==> config.mk <==
export PLATFORM = sky130hd
export DESIGN_NAME = lc3_pipe_controller
export DESIGN_NICKNAME = d
export VERILOG_FILES = /design/src/rtl/lc3_pipe_controller.sv
export SDC_FILE = /design/constraint.sdc
export NUM_CORES = 1
export LEC_CHECK = 0
export BUFFER_PORTS_ARGS = -buffer_cell sky130_fd_sc_hd__buf_2
export CAP_MARGIN = 20
export CELL_PAD_IN_SITES_DETAIL_PLACEMENT = 1
export CELL_PAD_IN_SITES_GLOBAL_PLACEMENT = 2
export CORE_ASPECT_RATIO = 1.5
export CORE_MARGIN = 8
export CORE_UTILIZATION = 28
export DETAILED_ROUTE_END_ITERATION = 16
export HOLD_SLACK_MARGIN = 0.05
export PLACE_DENSITY = 0.85
export SYNTH_ARGS = -nofsm -noshare
export SYNTH_HDL_FRONTEND = slang
export SYNTH_SLANG_ARGS = --single-unit
==> constraint.sdc <==
create_clock -name clock -period 2.16 [get_ports clock]
set_clock_uncertainty 0.05 [all_clocks]
set_input_delay 0.108 -clock clock [delete_from_list [all_inputs] [get_ports clock]]
set_output_delay 0.108 -clock clock [all_outputs]
set_load 0.05 [all_outputs]
==> src/rtl/lc3_pipe_controller.sv <==
// lc3_pipe_controller
//   Central sequencer for the five-stage LC3 pipeline (Fetch, Decode, Execute,
//   MemAccess, Writeback). Generates the per-stage enables, freezes fetch
//   after a fetched BR/JMP, and holds the pipeline while data-memory
//   accesses complete. Every output is a flop computed from the next state.
//
// Ports
//   clock            system clock, rising edge
//   reset            synchronous active-low reset
//   complete_instr   instruction memory returned Instr_dout this cycle
//   complete_data    data memory access finished this cycle
//   Instr_dout[15:0] instruction returned by instruction memory
//   IR_Exec[15:0]    instruction held in Execute
//   psr[2:0]         N,Z,P condition flags
//   enable_fetch     Fetch may issue an instruction read
//   enable_updatePC  Fetch loads the next PC
//   enable_decode    Decode latches
//   enable_execute   Execute latches
//   enable_writeback register-file write allowed
//   br_taken         Fetch loads the target address instead of npc
//   mem_state[1:0]   0 read, 1 indirect read, 2 write, 3 idle
//   stall            high whenever the sequencer is not in RUN
//
// State table
//   state     | meaning
//   S_RUN     | normal flow, pipeline filling or full
//   S_MEM_IND | LDI/STI pointer read in progress
//   S_MEM_RD  | data read (LD/LDR, or second half of LDI)
//   S_MEM_WR  | data write (ST/STR, or second half of STI)
//   S_BR_WAIT | fetch frozen while a BR/JMP drains to Execute

module lc3_pipe_controller #(
   parameter int BR_PENALTY  = 3,
   parameter int MEM_TIMEOUT = 15
) (
   input  logic        clock,
   input  logic        reset,
   input  logic        complete_instr,
   input  logic        complete_data,
   input  logic [15:0] Instr_dout,
   input  logic [15:0] IR_Exec,
   input  logic [2:0]  psr,
   output logic        enable_fetch,
   output logic        enable_updatePC,
   output logic        enable_decode,
   output logic        enable_execute,
   output logic        enable_writeback,
   output logic        br_taken,
   output logic [1:0]  mem_state,
   output logic        stall
);

   localparam int TW = $clog2(MEM_TIMEOUT + 1);

   localparam logic [3:0] OP_BR  = 4'b0000;
   localparam logic [3:0] OP_LD  = 4'b0010;
   localparam logic [3:0] OP_ST  = 4'b0011;
   localparam logic [3:0] OP_LDR = 4'b0110;
   localparam logic [3:0] OP_STR = 4'b0111;
   localparam logic [3:0] OP_LDI = 4'b1010;
   localparam logic [3:0] OP_STI = 4'b1011;
   localparam logic [3:0] OP_JMP = 4'b1100;

   typedef enum logic [2:0] {
      S_RUN     = 3'd0,
      S_MEM_IND = 3'd1,
      S_MEM_RD  = 3'd2,
      S_MEM_WR  = 3'd3,
      S_BR_WAIT = 3'd4
   } state_t;

   state_t        state_q, state_d;
   logic [1:0]    fill_q, fill_d;
   logic [2:0]    br_cnt_q, br_cnt_d;
   logic [2:0]    br_save_q, br_save_d;
   logic          br_jmp_q, br_jmp_d;
   logic [TW-1:0] tmo_q, tmo_d;

   logic          enable_fetch_q, enable_fetch_d;
   logic          enable_updatePC_q, enable_updatePC_d;
   logic          enable_decode_q, enable_decode_d;
   logic          enable_execute_q, enable_execute_d;
   logic          enable_writeback_q, enable_writeback_d;
   logic          br_taken_q, br_taken_d;
   logic [1:0]    mem_state_q, mem_state_d;
   logic          stall_q, stall_d;

   logic [3:0]    exec_op;
   logic [3:0]    fetch_op;
   logic          exec_is_mem;
   logic          fetch_is_br;
   logic          exit_ok;
   logic          exit_tmo;
   logic          exit_from_rd;
   logic          wb_force_en;
   logic          wb_force_val;
   logic          flow_d;
   logic          unused_bits;

   assign exec_op     = IR_Exec[15:12];
   assign fetch_op    = Instr_dout[15:12];
   assign unused_bits = ^{Instr_dout[11:0], IR_Exec[8:0]};

   // Memory detection is gated by the registered execute enable, so a
   // memory opcode only counts once it has really latched into Execute.
   assign exec_is_mem = enable_execute_q &&
                        (exec_op == OP_LD  || exec_op == OP_LDR ||
                         exec_op == OP_LDI || exec_op == OP_ST  ||
                         exec_op == OP_STR || exec_op == OP_STI);
   assign fetch_is_br = (fetch_op == OP_BR) || (fetch_op == OP_JMP);

   function automatic state_t mem_entry(input logic [3:0] op);
      case (op)
         OP_LD, OP_LDR:   return S_MEM_RD;
         OP_LDI, OP_STI:  return S_MEM_IND;
         default:         return S_MEM_WR;
      endcase
   endfunction

   always_comb begin
      state_d      = state_q;
      fill_d       = (fill_q == 2'd3) ? fill_q : fill_q + 2'd1;
      br_cnt_d     = br_cnt_q;
      br_save_d    = br_save_q;
      br_jmp_d     = br_jmp_q;
      tmo_d        = tmo_q;
      exit_ok      = 1'b0;
      exit_tmo     = 1'b0;
      exit_from_rd = 1'b0;
      wb_force_en  = 1'b0;
      wb_force_val = 1'b0;

      case (state_q)
         S_RUN: begin
            // Memory wins over a same-cycle branch fetch; Fetch holds the
            // branch on its output so it is seen again after the access.
            if (exec_is_mem) begin
               state_d   = mem_entry(exec_op);
               tmo_d     = TW'(MEM_TIMEOUT);
               br_save_d = 3'd0;
            end else if (enable_fetch_q && complete_instr && fetch_is_br) begin
               state_d  = S_BR_WAIT;
               br_cnt_d = 3'(BR_PENALTY);
               br_jmp_d = (fetch_op == OP_JMP);
            end
         end
         S_BR_WAIT: begin
            if (exec_is_mem) begin
               state_d   = mem_entry(exec_op);
               tmo_d     = TW'(MEM_TIMEOUT);
               br_save_d = br_cnt_q - 3'd1;
            end else if (br_cnt_q == 3'd1) begin
               state_d  = S_RUN;
               br_cnt_d = 3'd0;
            end else begin
               br_cnt_d = br_cnt_q - 3'd1;
            end
         end
         S_MEM_IND: begin
            if (complete_data) begin
               if (exec_op == OP_LDI) begin
                  state_d = S_MEM_RD;
                  tmo_d   = TW'(MEM_TIMEOUT);
               end else if (exec_op == OP_STI) begin
                  state_d = S_MEM_WR;
                  tmo_d   = TW'(MEM_TIMEOUT);
               end else begin
                  exit_ok = 1'b1;
               end
            end else if (tmo_q == TW'(1)) begin
               exit_tmo = 1'b1;
            end else begin
               tmo_d = tmo_q - TW'(1);
            end
         end
         S_MEM_RD, S_MEM_WR: begin
            if (complete_data) begin
               exit_ok      = 1'b1;
               exit_from_rd = (state_q == S_MEM_RD);
            end else if (tmo_q == TW'(1)) begin
               exit_tmo = 1'b1;
            end else begin
               tmo_d = tmo_q - TW'(1);
            end
         end
         default: state_d = S_RUN;
      endcase

      // A timed-out access abandons any interrupted branch freeze; a normal
      // completion resumes it with the remaining count.
      if (exit_tmo) begin
         state_d     = S_RUN;
         br_save_d   = 3'd0;
         wb_force_en = 1'b1;
      end else if (exit_ok) begin
         state_d      = (br_save_q != 3'd0) ? S_BR_WAIT : S_RUN;
         br_cnt_d     = br_save_q;
         br_save_d    = 3'd0;
         wb_force_en  = 1'b1;
         wb_force_val = exit_from_rd;
      end

      flow_d             = (state_d == S_RUN) || (state_d == S_BR_WAIT);
      enable_fetch_d     = (state_d == S_RUN);
      enable_updatePC_d  = (state_d == S_RUN) ||
                           ((state_d == S_BR_WAIT) && (br_cnt_d == 3'd1));
      br_taken_d         = (state_d == S_BR_WAIT) && (br_cnt_d == 3'd1) &&
                           (br_jmp_d || (|(IR_Exec[11:9] & psr)));
      enable_decode_d    = flow_d && (fill_q >= 2'd1);
      enable_execute_d   = flow_d && (fill_q >= 2'd2);
      enable_writeback_d = wb_force_en ? wb_force_val
                                       : (flow_d && (fill_q == 2'd3));
      stall_d            = (state_d != S_RUN);

      case (state_d)
         S_MEM_RD:  mem_state_d = 2'd0;
         S_MEM_IND: mem_state_d = 2'd1;
         S_MEM_WR:  mem_state_d = 2'd2;
         default:   mem_state_d = 2'd3;
      endcase
   end

   always_ff @(posedge clock) begin
      if (!reset) begin
         state_q            <= S_RUN;
         fill_q             <= 2'd0;
         br_cnt_q           <= 3'd0;
         br_save_q          <= 3'd0;
         br_jmp_q           <= 1'b0;
         tmo_q              <= '0;
         enable_fetch_q     <= 1'b0;
         enable_updatePC_q  <= 1'b0;
         enable_decode_q    <= 1'b0;
         enable_execute_q   <= 1'b0;
         enable_writeback_q <= 1'b0;
         br_taken_q         <= 1'b0;
         mem_state_q        <= 2'd3;
         stall_q            <= 1'b0;
      end else begin
         state_q            <= state_d;
         fill_q             <= fill_d;
         br_cnt_q           <= br_cnt_d;
         br_save_q          <= br_save_d;
         br_jmp_q           <= br_jmp_d;
         tmo_q              <= tmo_d;
         enable_fetch_q     <= enable_fetch_d;
         enable_updatePC_q  <= enable_updatePC_d;
         enable_decode_q    <= enable_decode_d;
         enable_execute_q   <= enable_execute_d;
         enable_writeback_q <= enable_writeback_d;
         br_taken_q         <= br_taken_d;
         mem_state_q        <= mem_state_d;
         stall_q            <= stall_d;
      end
   end

   assign enable_fetch     = enable_fetch_q;
   assign enable_updatePC  = enable_updatePC_q;
   assign enable_decode    = enable_decode_q;
   assign enable_execute   = enable_execute_q;
   assign enable_writeback = enable_writeback_q;
   assign br_taken         = br_taken_q;
   assign mem_state        = mem_state_q;
   assign stall            = stall_q;

endmodule

======== After elaboration in Yosys (flattened, before gate mapping) ========
Index checks and enable logic that the tools add are counted.
storage, ports and cells
  register bits ........................... 25
  output and inout port bits .............. 9
  word-level logic and storage cells ...... 126
cells by class
  $add $sub $neg .......................... 3
  $lt $le $gt $ge ......................... 2
  equal/unequal tests ..................... 24
  multiplexer cells ....................... 48
  bitwise logic cells ..................... 2
  reductions and logical operators ........ 33
operator list
  kind                  count
  $mux W3               18
  $mux W4               6
  $mux W1               17
  $eq A3 B1 Y1 const B  4
  $eq A3 B2 Y1 const B  4
  $eq A4 B4 Y1 const B  3
  $pmux W3 S2           2
  $pmux W3 S4           1
  $pmux W4 S3           1
  $logic_or A1 B1 Y1    9
  $reduce_bool A3 Y1    3
  $reduce_or A3 Y1      3
  $eq A4 B2 Y1 const B  2
  $eq A4 B3 Y1 const B  2
  $logic_and A1 B1 Y1   8
  $reduce_or A2 Y1      4
  $eq A3 B3 Y1 const B  2
  $logic_not A3 Y1      2
  $ne A2 B2 Y1 const B  3
  $pmux W2 S3           1
  $eq A4 B1 Y1 const B  1
  $logic_not A4 Y1      1
  $ne A4 B4 Y1 const B  1
  $pmux W2 S2           1
  13 further kinds      13

======== Logic depth before layout (Yosys ltp) ========
Gate-level depths: netlist (run 1).
  word-level depth ........................ 15
  mapped depth ............................ 7
  mapped depth without buffers ............ 7

======== Worst setup path after synthesis (run 1) ========
No wires, ideal clock.
  path type ............................... register to register
  from .................................... reg enable_execute_q (netlist: enable_execute)
  to ...................................... reg br_taken_q (netlist: br_taken)
  setup time .............................. 103 ps
  data arrival time ....................... 1751 ps
  data required time ...................... 2007 ps
  slack ................................... 255 ps
  stages on the path, launching flop included .. 6
  period minus slack after synthesis ...... 1905 ps
  cells stage by stage .................... dfxtp_1 -> a21boi_1 -> a21oi_2 -> and2_1 -> o221a_2 -> a2111oi_2
between the ends
  cells in the longest elaborated chain, start to end .. 8
  elaborated cells on any way between the ends .. 18
  those cells by class .................... 2 x eq/ne; 12 x mux; 4 x reduce/logical
ends and longest elaborated chain
  item                                                 RTL line  source
  start: declaration                                   82        logic enable_execute_q, enable_execute_d;
  start signal: assignment                             249       enable_execute_q <= enable_execute_d;
  $logic_and A1 B1 Y1 (*)                              106       assign exec_is_mem = enable_execute_q &&
  $mux W3, on equally long branches                    148, 137
  $pmux W3 S4 / $pmux W3 S2 (equally long branches)    133       case (state_q)
  $mux W3                                              195       end else if (exit_ok) begin
  $mux W3                                              191       if (exit_tmo) begin
  $eq A3 B3 Y1 / $eq A3 B1 Y1 (equally long branches)  207       br_taken_d = (state_d == S_BR_WAIT) && (br_cnt_d == 3'd1) &&
  $logic_and A1 B1 Y1                                  207
  $logic_and A1 B1 Y1 (*)                              207
  end signal: assignment                               251       br_taken_q <= br_taken_d;
  end: declaration                                     84        logic br_taken_q, br_taken_d;
Every way passes the cells marked *; elsewhere a longest branch is shown, timed or not.
A chain may end at the register's enable or synchronous reset.

======== Worst setup path in the final report (run 1) ========
  from .................................... reg state_q[0]
  to ...................................... reg tmo_q[0]
between the ends
  cells in the longest elaborated chain, start to end .. 4
  elaborated cells on any way between the ends .. 13
  those cells by class .................... 7 x eq/ne; 1 x mux; 5 x reduce/logical
ends and longest elaborated chain
  item                                                         RTL line  source
  start: declaration                                           72        state_t state_q, state_d;
  start signal: assignment                                     240       state_q <= state_d;
  $eq A3 B2 Y1, or another cell as far along                   133
  $reduce_or A2 Y1, on equally long branches                   --
  $ne A2 B2 Y1 (no source line), or another cell as far along  --
  $reduce_and A4 Y1 (no source line)                           --
  end signal: assignment                                       245       tmo_q <= tmo_d;
  end: declaration                                             77        logic [TW-1:0] tmo_q, tmo_d;
Several ways; a longest one is shown, not always the timed one.

==> flow_summary.rst, run 1 <==
.. list-table::
   :header-rows: 1

   * - Metric
     - Value
   * - Initial DRT Pass Iterations
     - 4
   * - CORE AREA
     - 5040 sq um
   * - Ports placed on the boundary
     - 48
   * - Fraction of final layout cells sized beyond drive strength 1
     - 23.3%
   * - Seq/Total Area, Yosys
     - 34.9%
   * - Share of cell area taken by muxes after synthesis
     - 2.09%
   * - Flip-flop cell with the highest count after synthesis
     - sky130_fd_sc_hd__dfxtp_1
   * - Number of buffers inserted during clock tree synthesis
     - 3
   * - RR Endpoint
     - tmo_q[0]
   * - Aggregate global routing overflow
     - 0
   * - Via count of the first global-routing pass
     - 1,405
   * - Fill cell count
     - 633
   * - Slew Viols, Final
     - 0
   * - Endpoints failing setup
     - 0
   * - Type of the worst min-delay path
     - input port to register
   * - Starting utilization of the core area
     - 28.4%
   * - Total half-perimeter wirelength after legalization and detailed placement
     - 3.25 mm
   * - Synth async-reset ratio
     - 0%
   * - Area fraction in and, or, nand and nor cells after synthesis
     - 22.6%
   * - Part of the total power dissipated in combinational logic
     - 41.6%
   * - Std cell rows
     - 32
   * - Mapped cell area
     - 1440 sq um
   * - Critical Path AT
     - 2.12 ns
   * - Area share of the leading cell type in the synthesized netlist
     - 34.9%
   * - Static leakage power
     - 0.676 nW
   * - Via density per instance
     - 5.03
   * - Port Buf Inserts
     - 26
   * - Antenna Nets Post-Route
     - 0
   * - Routability Congestion
     - 0.786
   * - Largest net degree at the start of global routing
     - 16
   * - Kind of capture point of the worst setup path
     - register
   * - Top area cells in the synthesized netlist
     - sky130_fd_sc_hd__dfxtp_1 (35%), sky130_fd_sc_hd__ha_1 (6.1%), sky130_fd_sc_hd__nor2_1 (4.4%)
   * - Worst-case clock buffer depth
     - 2
   * - Post-Syn Nets
     - 212
   * - Switching component of the power
     - 0.613 mW
   * - Worst slew pin tran
     - 0.710 ns
   * - Number of antenna violations at the first check in global routing
     - 0
   * - Post-layout net count
     - 240
   * - Number of standard cells after synthesis
     - 166
   * - Synth-to-Final Area Change
     - 18.8%
   * - Avg Inst Size Synth
     - 8.65 sq um
   * - Destination of the critical timing path
     - tmo_q[0]
   * - Clock sink count
     - 25
   * - First-pass GRT wire length
     - 6.65 mm
   * - Antenna diode count
     - 0
   * - Max-cap violations
     - 0
   * - Final period demand of the worst path
     - 1.99 ns
   * - Startpoint class of the critical path
     - register
   * - Power share of the sequential group
     - 38.8%
   * - Status
     - complete, no violations
   * - Multi-input gate area in the final layout
     - 870 sq um
   * - Commonest non-fill, non-tap cell in the layout
     - sky130_fd_sc_hd__buf_2
   * - Fraction of the mapped netlist area in compound gates
     - 26.7%
   * - Wire length after detailed routing
     - 3.95 mm
   * - Startpoint of the worst register-to-register path
     - state_q[0]
   * - Internal power
     - 0.897 mW
   * - Die X
     - 74.5 um
   * - Number of hold-repair buffers added at the cts stage
     - 0
   * - Total Die Area
     - 7720 sq um
   * - Yosys cell types
     - 53
   * - Global router's overall resource usage
     - 11.0%
   * - Count of cells along the worst register-to-register path
     - 5
   * - Post-route DRC violation count
     - 0
   * - Worst skew pair latency
     - 0.27 ns
   * - Clock tree from TritonCTS
     - done
   * - Clock share of power
     - 19.6%
   * - Seq. cell area
     - 500 sq um
   * - Post-Synth Adder-Cell Area
     - 6.10%
   * - Setup repair after global routing missed its margin
     - no
   * - Switching share of total power
     - 40.6%
   * - Number of synthesized flops with an enable pin
     - 0
   * - Root buffer cell
     - sky130_fd_sc_hd__clkbuf_8
   * - Flip-flop and latch count after synthesis
     - 25
   * - R2R Setup Slk
     - 0.17 ns
   * - Top cell type by total area after synthesis
     - sky130_fd_sc_hd__dfxtp_1
   * - Timing-limited maximum frequency
     - 502 MHz
   * - Commonest non-fill, non-tap cells in the layout
     - sky130_fd_sc_hd__buf_2 (26), sky130_fd_sc_hd__dfxtp_1 (25), sky130_fd_sc_hd__nor2_1 (17), sky130_fd_sc_hd__inv_1 (15), sky130_fd_sc_hd__nor3_1 (12)
   * - Worst-path fanout max
     - 8
   * - Violation count after the first detailed-route iteration
     - 63
   * - Total number of H-tree levels
     - 1
   * - Clock-pin slew reported for the worst setup and hold paths after clock tree synthesis
     - 0.10 ns
   * - Mean routed wirelength per cell
     - 15.1 um
   * - Detailed-route via count
     - 1,314
   * - Max transition margin
     - 52.5%
   * - Post-Synth XOR/XNOR Area
     - 1.83%
   * - Ratio of total power to cell area
     - 886 nW/um^2
   * - Final worst path period share
     - 92.3%
   * - Overall die height
     - 104 um
   * - Main combinational cell family by area after synthesis
     - compound AO/OA/AOI/OAI gates
   * - Setup TNS
     - 0 ns
   * - Critical path required time
     - 2.29 ns
   * - Final hold violation count
     - 0
   * - Startpoint-to-endpoint class of the critical path
     - register to register
   * - Final core utilization
     - 33.8%
   * - Critical path origin
     - state_q[0]
   * - Number of cells on the worst hold path
     - 2
   * - Count of warnings emitted by yosys
     - 0
   * - Peak supply drop
     - 0.000240 V
[through the flow]
stage | cells | hold slack [ns] | worst slack (ns) | area [sq um] | total power [mW]
after CTS | 261 | 0.103 | 0.0839 | 1690 | 1.52
after detailed placement | 257 | 0.402 | 0.100 | 1640 | 1.22
after floorplan | 166 | 0.310 | 0.255 | 1440 | 1.06
after global placement | 257 | 0.403 | 0.107 | 1640 | 1.21
final | 261 | 0.100 | 0.166 | 1710 | 1.51
after global routing | 261 | 0.103 | 0.0379 | 1710 | 1.63
[cells in the mapped netlist, types with 2 or more instances]
| cell type | number |
|---|---|
| sky130_fd_sc_hd__a21o_1 | 2 |
| sky130_fd_sc_hd__a21oi_1 | 9 |
| sky130_fd_sc_hd__and2_1 | 4 |
| sky130_fd_sc_hd__clkbuf_1 | 3 |
| sky130_fd_sc_hd__dfxtp_1 | 25 |
| sky130_fd_sc_hd__ha_1 | 7 |
| sky130_fd_sc_hd__inv_1 | 15 |
| sky130_fd_sc_hd__mux2i_1 | 3 |
| sky130_fd_sc_hd__nand2_1 | 9 |
| sky130_fd_sc_hd__nand2b_1 | 2 |
| sky130_fd_sc_hd__nand3_1 | 3 |
| sky130_fd_sc_hd__nand4_1 | 2 |
| sky130_fd_sc_hd__nor2_1 | 17 |
| sky130_fd_sc_hd__nor3_1 | 12 |
| sky130_fd_sc_hd__o211ai_1 | 3 |
| sky130_fd_sc_hd__o21a_1 | 4 |
| sky130_fd_sc_hd__o21ai_0 | 4 |
| sky130_fd_sc_hd__o221a_2 | 2 |
| sky130_fd_sc_hd__o22ai_1 | 2 |
| sky130_fd_sc_hd__o31ai_1 | 3 |
| sky130_fd_sc_hd__or3_1 | 2 |
| sky130_fd_sc_hd__xor2_1 | 2 |
[metal layers]
layer	share of wire, %	global-route usage [%]
met4	2.3	6.20
met2	55	19.9
met1	38	11.0
met5	0	0
met3	4.4	2.03
[how the worst min path moves through the flow]
stage | end | startpoint | slack (ns)
after CTS | br_cnt_q[1] | reset | 0.10
after detailed placement | br_cnt_q[1] | reset | 0.40
after floorplan | state_q[0] | IR_Exec[12] | 0.31
after global routing | br_cnt_q[1] | reset | 0.10
final | tmo_q[2] | reset | 0.10
after global placement | br_cnt_q[1] | reset | 0.40
[power groups by stage]
stage,Sequential [mW],Combinational (mW),Clock (mW)
final,0.586,0.628,0.295
after global routing,0.600,0.688,0.337
after CTS,0.588,0.627,0.303
after detailed placement,0.599,0.624,0
after global placement,0.597,0.613,0
after floorplan,0.702,0.361,0
[layout make-up]
class / count / share of cell area [%]
Multi-Input combinational cell: 121 / 51.0
Sequential cell: 25 / 29.3
Timing Repair Buffer: 28 / 8.51
Tap cell: 68 / 4.99
Inverter: 15 / 3.30
Clock buffer: 3 / 2.42
Clock inverter: 1 / 0.440
[timing repair]
item	4_1_cts	5_1_grt
buffers inserted	0	0
setup endpoints to repair	0	2
resized for setup	0	3
[sequential cells by signal (all words and copies together) (netlist names), 2 cells and up]
| signal | cells |
|---|---|
| mem_state | 2 |
| state_q | 3 |
| fill_q | 2 |
| br_cnt_q | 3 |
| br_save_q | 3 |
| tmo_q | 4 |
[critical path, cell delays in order (launching register included)]
cell and delay (ns):
sky130_fd_sc_hd__dfxtp_1 0.50, sky130_fd_sc_hd__or2_1 0.28, sky130_fd_sc_hd__nor3_1 0.11, sky130_fd_sc_hd__a221oi_2 0.43, sky130_fd_sc_hd__o22ai_2 0.26, sky130_fd_sc_hd__o211a_1 0.26
[cell families (layout without fill, tap and decap cells)]
family          count (synthesis)  after routing
simple gates                   60             60
compound gates                 48             48
xor+xnor                        3              3
fa+ha+maj                       7              7
flops                          25             25
buf+inv                        20             47
mux                             3              3
Power figures use the tool's default switching activity.
==> run 2, diff against run 1 <==
--- a/config.mk
+++ b/config.mk
@@ -13,8 +13,10 @@
 export CORE_MARGIN = 8
 export CORE_UTILIZATION = 28
 export DETAILED_ROUTE_END_ITERATION = 16
+export GPL_TIMING_DRIVEN = 0
 export HOLD_SLACK_MARGIN = 0.05
 export PLACE_DENSITY = 0.85
+export SKIP_CTS_REPAIR_TIMING = 1
 export SYNTH_ARGS = -nofsm -noshare
 export SYNTH_HDL_FRONTEND = slang
 export SYNTH_SLANG_ARGS = --single-unit
==> run 2 against run 1 <==
Register-to-register slack about the same; setup slack worse by 0.0097 ns; via count up 2.8%; hold slack better by 0.065 ns; flip-flop and latch count unchanged; critical path type unchanged; critical endpoint unchanged.
==> flow_summary.rst, run 2 (synthesized netlist as in run 1, its figures left out) <==
.. list-table::
   :header-rows: 1

   * - Metric
     - Value
   * - Peak supply drop
     - 0.000241 V (+0.38%)
   * - Largest register by flop count
     - tmo_q
   * - Commonest non-fill, non-tap cells in the layout
     - sky130_fd_sc_hd__buf_2 (25), sky130_fd_sc_hd__dfxtp_1 (25), sky130_fd_sc_hd__nor2_1 (17), sky130_fd_sc_hd__inv_1 (15), sky130_fd_sc_hd__nor3_1 (12)
   * - Starting utilization of the core area
     - 28.4% (unchanged)
   * - Global router's overall resource usage
     - 11.2% (+0.15 points)
   * - Die X
     - 74.5 um (unchanged)
   * - Fraction of final layout cells sized beyond drive strength 1
     - 22.4% (-0.87 points)
   * - Setup repair after global routing missed its margin
     - no
   * - Clock-pin slew reported for the worst setup and hold paths after clock tree synthesis
     - 0.10 ns (about the same)
   * - Setup TNS
     - 0 ns (unchanged)
   * - Total number of H-tree levels
     - 1 (unchanged)
   * - Worst slew pin tran
     - 0.657 ns (-0.0536 ns)
   * - Timing-limited maximum frequency
     - 499 MHz (-0.48%)
   * - Std cell rows
     - 32 (unchanged)
   * - Max transition margin
     - 56.1% (+3.6 points)
   * - Number of buffers inserted during clock tree synthesis
     - 3 (unchanged)
   * - R2R Setup Slk
     - 0.16 ns (about the same)
   * - Placed Cells
     - 258 (+0.39%)
   * - Type of the worst min-delay path
     - input port to register
   * - Worst path depth
     - 6 (+1)
   * - Number of flip-flops under the largest register name
     - 4 (unchanged)
   * - Count of cells along the worst register-to-register path
     - 6 (+1)
   * - Port Buf Inserts
     - 24 (-7.7%)
   * - Aggregate global routing overflow
     - 0 (unchanged)
   * - Ports placed on the boundary
     - 48 (unchanged)
   * - Slew Viols, Final
     - 0 (unchanged)
   * - Startpoint of the worst register-to-register path
     - tmo_q[0]
   * - Clock sink count
     - 25 (unchanged)
   * - Critical path required time
     - 2.29 ns (about the same)
   * - Detailed-route via count
     - 1,351 (+2.8%)
   * - Worst Hold Launch
     - IR_Exec[12]
   * - Number of cells on the worst hold path
     - 3 (+1)
   * - Routability Congestion
     - 0.793 (+0.95%)
   * - Initial DRT Pass Iterations
     - 4 (unchanged)
   * - Status
     - complete, no violations
   * - Mean routed wirelength per cell
     - 15.4 um (+1.9%)
   * - Final period demand of the worst path
     - 2.00 ns (+0.00966 ns)
   * - Endpoint of the worst hold-timing path
     - state_q[0]
   * - Total Die Area
     - 7720 sq um (unchanged)
   * - Max-cap violations
     - 0 (unchanged)
   * - Root buffer cell
     - sky130_fd_sc_hd__clkbuf_8
   * - Antenna Nets Post-Route
     - 0 (unchanged)
   * - Final hold violation count
     - 0 (unchanged)
   * - Static leakage power
     - 0.683 nW (+1.1%)
   * - First-pass GRT wire length
     - 6.83 mm (+2.7%)
   * - Worst path top cell family by delay
     - compound AO/OA/AOI/OAI gates
   * - Final instance count without filler cells
     - 264 (+1.1%)
   * - Clock tree from TritonCTS
     - done
   * - Worst skew pair latency
     - 0.28 ns (about the same)
   * - Final worst path period share
     - 92.8% (+0.45 points)
   * - Via density per instance
     - 5.12 (+1.6%)
   * - Delay of the slowest cell on the worst path
     - 0.43 ns (-0.07 ns)
   * - Total half-perimeter wirelength after legalization and detailed placement
     - 3.27 mm (+0.71%)
   * - Startpoint class of the critical path
     - register
   * - Total power
     - 1.52 mW (+0.54%)
   * - Ratio of total power to cell area
     - 885 nW/um^2 (-0.12%)
   * - Crit path buffers/inverters
     - 0 (unchanged)
   * - Worst-case clock buffer depth
     - 2 (unchanged)
   * - Worst-path fanout max
     - 7 (-1)
   * - Largest net degree at the start of global routing
     - 16 (unchanged)
   * - Cell chain of the critical path
     - ha_1 -> or3b_1 -> mux2i_4 -> o21a_1 -> o22ai_2 -> o211a_1
   * - Post-layout net count
     - 243 (+1.3%)
   * - RR Endpoint
     - tmo_q[0]
   * - Wire length after detailed routing
     - 4.07 mm (+3.0%)
   * - Endpoints failing setup
     - 0 (unchanged)
   * - Critical Path Slowest Stage Cell
     - sky130_fd_sc_hd__or3b_1
   * - Overall die height
     - 104 um (unchanged)
   * - Violation count after the first detailed-route iteration
     - 62 (-1.6%)
   * - Post-route DRC violation count
     - 0 (unchanged)
   * - Critical Path AT
     - 2.14 ns (+0.02 ns)
   * - Fill cell count
     - 648 (+2.4%)
   * - CORE AREA
     - 5040 sq um (unchanged)
   * - Number of antenna violations at the first check in global routing
     - 0 (unchanged)
   * - Min Hold Slack
     - 0.165 ns (+0.0650 ns)
   * - Startpoint-to-endpoint class of the critical path
     - register to register
   * - Via count of the first global-routing pass
     - 1,503 (+7.0%)
   * - Synth-to-Final Area Change
     - 19.6%
   * - Antenna diode count
     - 0 (unchanged)
   * - Kind of capture point of the worst setup path
     - register
run 2: power breakdown:
part | total (mW) | leakage (nW) | internal [mW] | switching, mW
logic | 0.625 | 0.457 | 0.235 | 0.390
clock network | 0.302 | 0.0217 | 0.131 | 0.171
registers | 0.591 | 0.204 | 0.533 | 0.0578
run 2: routing by layer:
layer | track usage [%] | wire, um
met1 | 11.1 | 1460
met2 | 20.9 | 2330
met3 | 1.83 | 175
met4 | 5.21 | 107
met5 | 0 | 0
run 2: per-stage QoR:
stage / setup WS [ns] / util, % / area, sq um
after detailed placement: 0.0715 / 32.5 / 1640
final: 0.156 / 34.0 / 1720
after CTS: 0.0582 / 33.5 / 1690
after global placement: 0.0816 / 32.5 / 1640
after global routing: 0.0322 / 34.0 / 1720
after floorplan: 0.255 / - / 1440
run 2: layout make-up:
cell class / instances / area [sq um] / share of cell area, %
multi-input combinational: 121 / 863 / 50.3
buffer: 5 / 27.5 / 1.60
clock inverter: 1 / 7.51 / 0.437
clock buffer: 3 / 41.3 / 2.41
timing repair buffer: 26 / 135 / 7.87
inverter: 15 / 56.3 / 3.28
tap: 68 / 85.1 / 4.96
sequential: 25 / 500 / 29.2
run 2: how the worst max path moves through the flow:
stage,from,endpoint,slack [ns]
after floorplan,enable_execute,br_taken,0.26
after global placement,tmo_q[0],tmo_q[0],0.08
after detailed placement,tmo_q[0],tmo_q[0],0.07
after CTS,tmo_q[0],tmo_q[0],0.06
after global routing,tmo_q[0],tmo_q[0],0.03
final,tmo_q[0],tmo_q[0],0.16
run 2: worst min-delay path, cell delays in order:
cell	delay [ns]
sky130_fd_sc_hd__buf_2	0.10
sky130_fd_sc_hd__a221oi_2	0.09
sky130_fd_sc_hd__nor3_1	0.16
==> run 3, diff against run 2 <==
--- a/config.mk
+++ b/config.mk
@@ -11,11 +11,11 @@
 export CELL_PAD_IN_SITES_GLOBAL_PLACEMENT = 2
 export CORE_ASPECT_RATIO = 1.5
 export CORE_MARGIN = 8
-export CORE_UTILIZATION = 28
+export CORE_UTILIZATION = 30
 export DETAILED_ROUTE_END_ITERATION = 16
-export GPL_TIMING_DRIVEN = 0
 export HOLD_SLACK_MARGIN = 0.05
-export PLACE_DENSITY = 0.85
+export PLACE_DENSITY = 0.9
+export REMOVE_ABC_BUFFERS = 1
 export SKIP_CTS_REPAIR_TIMING = 1
 export SYNTH_ARGS = -nofsm -noshare
 export SYNTH_HDL_FRONTEND = slang
==> constraint.sdc (replaced) <==
create_clock -name clock -period 2.32 [get_ports clock]
set_clock_uncertainty 0.05 [all_clocks]
set_input_delay 0.116 -clock clock [delete_from_list [all_inputs] [get_ports clock]]
set_output_delay 0.116 -clock clock [all_outputs]
set_load 0.05 [all_outputs]
==> run 3 against run 2 <==
Sequential power shrank 6.6%; register-to-register slack gained 0.08 ns; flip-flop and latch count is the same; power shrank 10%; critical endpoint unchanged; largest cell class unchanged.
==> flow_summary.rst, run 3 (synthesized netlist as in run 1, its figures left out) <==
.. list-table::
   :header-rows: 1

   * - Metric
     - Value
   * - Status
     - complete, no violations
   * - Kind of capture point of the worst setup path
     - register
   * - Worst-case clock buffer depth
     - 2 (unchanged)
   * - Peak supply drop
     - 0.000386 V (+60%)
   * - Clock sink count
     - 25 (unchanged)
   * - Part of the total power dissipated in combinational logic
     - 40.5% (-0.7 points)
   * - Total half-perimeter wirelength after legalization and detailed placement
     - 3.11 mm (-4.8%)
   * - Switching share of total power
     - 40.0% (-0.76 points)
   * - Amount of wire on met3 after detailed routing
     - 168 um (-4.0%)
   * - Synth-to-Final Area Change
     - 16.1%
   * - Critical path required time
     - 2.44 ns (+0.15 ns)
   * - Internal power
     - 0.817 mW (-9.2%)
   * - First-pass GRT wire length
     - 6.33 mm (-7.4%)
   * - Post-Route M1 WL
     - 1.35 mm (-7.1%)
   * - Cell Area, Placed
     - 1620 sq um (-1.2%)
   * - Number of antenna violations at the first check in global routing
     - 0 (unchanged)
   * - Min Hold Slack
     - 0.117 ns (-0.0487 ns)
   * - Fin area
     - 1670 sq um (-2.9%)
   * - Clock-pin slew reported for the worst setup and hold paths after clock tree synthesis
     - 0.09 ns (about the same)
   * - Commonest non-fill, non-tap cell in the layout
     - sky130_fd_sc_hd__buf_2
   * - Root buffer cell
     - sky130_fd_sc_hd__clkbuf_8
   * - Switching component of the power
     - 0.544 mW (-12%)
   * - Via count of the first global-routing pass
     - 1,404 (-6.6%)
   * - Global router's overall resource usage
     - 10.7% (-0.47 points)
   * - Total number of H-tree levels
     - 1 (unchanged)
   * - Worst-path fanout max
     - 7 (unchanged)
   * - Ratio of total power to cell area
     - 817 nW/um^2 (-7.6%)
   * - Number of flip-flops under the largest register name
     - 4 (unchanged)
   * - Endpoints failing setup
     - 0 (unchanged)
   * - R2R Setup Slk
     - 0.24 ns (+0.08 ns)
   * - Fraction of final layout cells sized beyond drive strength 1
     - 21.5% (-0.98 points)
   * - Routability Congestion
     - 0.833 (+5.0%)
   * - Initial DRT Pass Iterations
     - 4 (unchanged)
   * - Antenna Nets Post-Route
     - 0 (unchanged)
   * - Post-layout net count
     - 238 (-2.1%)
   * - Std cell rows
     - 31 (-3.1%)
   * - Worst slew pin tran
     - 0.676 ns (+0.0197 ns)
   * - Startpoint class of the critical path
     - register
   * - Timing-limited maximum frequency
     - 481 MHz (-3.7%)
   * - Antenna diode count
     - 0 (unchanged)
   * - CORE AREA
     - 4730 sq um (-6.2%)
   * - Final hold violation count
     - 0 (unchanged)
   * - Slew Viols, Final
     - 0 (unchanged)
   * - Final period demand of the worst path
     - 2.08 ns (+0.0766 ns)
   * - Largest register by flop count
     - tmo_q
   * - Number of cells on the worst hold path
     - 2 (-1)
   * - Max-cap violations
     - 0 (unchanged)
   * - Startpoint-to-endpoint class of the critical path
     - register to register
   * - Top layer in use
     - met4
   * - Clock tree from TritonCTS
     - done
   * - Count of cells along the worst register-to-register path
     - 6 (unchanged)
   * - Static leakage power
     - 0.669 nW (-2.0%)
   * - Post-route DRC violation count
     - 0 (unchanged)
   * - Aggregate global routing overflow
     - 0 (unchanged)
   * - Critical path origin
     - tmo_q[0]
   * - Port Buf Inserts
     - 26 (+8.3%)
   * - Overall die height
     - 101 um (-2.9%)
   * - Power share of the sequential group
     - 40.5% (+1.6 points)
   * - Starting utilization of the core area
     - 30.3% (+1.9 points)
   * - Number of buffers inserted during clock tree synthesis
     - 3 (unchanged)
   * - Commonest non-fill, non-tap cells in the layout
     - sky130_fd_sc_hd__buf_2 (26), sky130_fd_sc_hd__dfxtp_1 (25), sky130_fd_sc_hd__nor2_1 (17), sky130_fd_sc_hd__inv_1 (15), sky130_fd_sc_hd__nor3_1 (12)
   * - Wire length after detailed routing
     - 3.74 mm (-8.2%)
   * - RR Endpoint
     - tmo_q[0]
   * - Type of the worst min-delay path
     - input port to register
   * - Largest net degree at the start of global routing
     - 15 (-1)
   * - Total Die Area
     - 7300 sq um (-5.5%)
   * - Setup repair after global routing missed its margin
     - no
   * - Detailed route wirelength on metal2
     - 2.19 mm (-6.0%)
   * - Final worst path period share
     - 89.7% (-3.1 points)
   * - Violation count after the first detailed-route iteration
     - 25 (-60%)
   * - Worst skew pair latency
     - 0.26 ns (-0.02 ns)
   * - Ports placed on the boundary
     - 48 (unchanged)
   * - Startpoint of the worst register-to-register path
     - tmo_q[0]
   * - Clock share of power
     - 19.0% (-0.9 points)
   * - Setup TNS
     - 0 ns (unchanged)
   * - Max transition margin
     - 54.8% (-1.3 points)
   * - Critical Path AT
     - 2.20 ns (+0.06 ns)
   * - Via density per instance
     - 5.07 (-0.93%)
   * - Final core utilization
     - 35.2% (+1.2 points)
   * - Detailed-route via count
     - 1,303 (-3.6%)
   * - Mean routed wirelength per cell
     - 14.5 um (-5.7%)
   * - Die X
     - 72.5 um (-2.7%)
   * - Destination of the critical timing path
     - tmo_q[0]
run 3: cell types whose count changed in the layout (fill, tap and decap cells not counted), sizes merged:
cell	previous run	this run
clkinvlp	1	0
clkinv	0	1
clkbuf	6	3
buf	28	26
run 3: cell type report:
cell class / instances / area [sq um]
fill: 603 / 3070
multi-input combinational: 121 / 851
tap: 66 / 82.6
inverter: 15 / 56.3
sequential: 25 / 500
clock inverter: 1 / 5.00
clock buffer: 3 / 41.3
timing repair buffer: 26 / 130
run 3: worst min-delay path by stage:
| stage | startpoint | end | slack, ns |
|---|---|---|---|
| global placement | reset | tmo_q[2] | 0.40 |
| detailed placement | reset | br_cnt_q[1] | 0.40 |
| finish | reset | br_cnt_q[1] | 0.12 |
| floorplan | reset | br_cnt_q[1] | 0.18 |
| global route | reset | tmo_q[2] | 0.12 |
| CTS | reset | br_cnt_q[1] | 0.11 |
run 3: power groups by stage:
stage | Clock, mW | Sequential (mW) | Combinational [mW]
floorplan | 0 | 0.654 | 0.321
global placement | 0 | 0.561 | 0.549
detailed placement | 0 | 0.563 | 0.559
CTS | 0.268 | 0.553 | 0.560
global route | 0.284 | 0.562 | 0.613
finish | 0.258 | 0.552 | 0.551
run 3: metrics by stage:
step	power [mW]	instances	worst slack (ns)
after floorplan	0.976	161	0.415
after global placement	1.11	253	0.275
after detailed placement	1.12	253	0.263
after CTS	1.38	257	0.247
after global routing	1.46	257	0.0736
final	1.36	257	0.240
run 3: critical path: stages (launching register included):
cell and delay, ns:
sky130_fd_sc_hd__dfxtp_1 0.41, sky130_fd_sc_hd__ha_1 0.19, sky130_fd_sc_hd__or3b_1 0.39, sky130_fd_sc_hd__mux2i_1 0.29, sky130_fd_sc_hd__o21a_1 0.24, sky130_fd_sc_hd__o22ai_2 0.16, sky130_fd_sc_hd__o211a_1 0.25
run 3: metal layers:
metal | up-vias | global-route usage (%)
li1 | 654 | -
met1 | 628 | 9.72
met2 | 19 | 22.2
met3 | 2 | 2.39
met4 | 0 | 2.79
met5 | - | 0
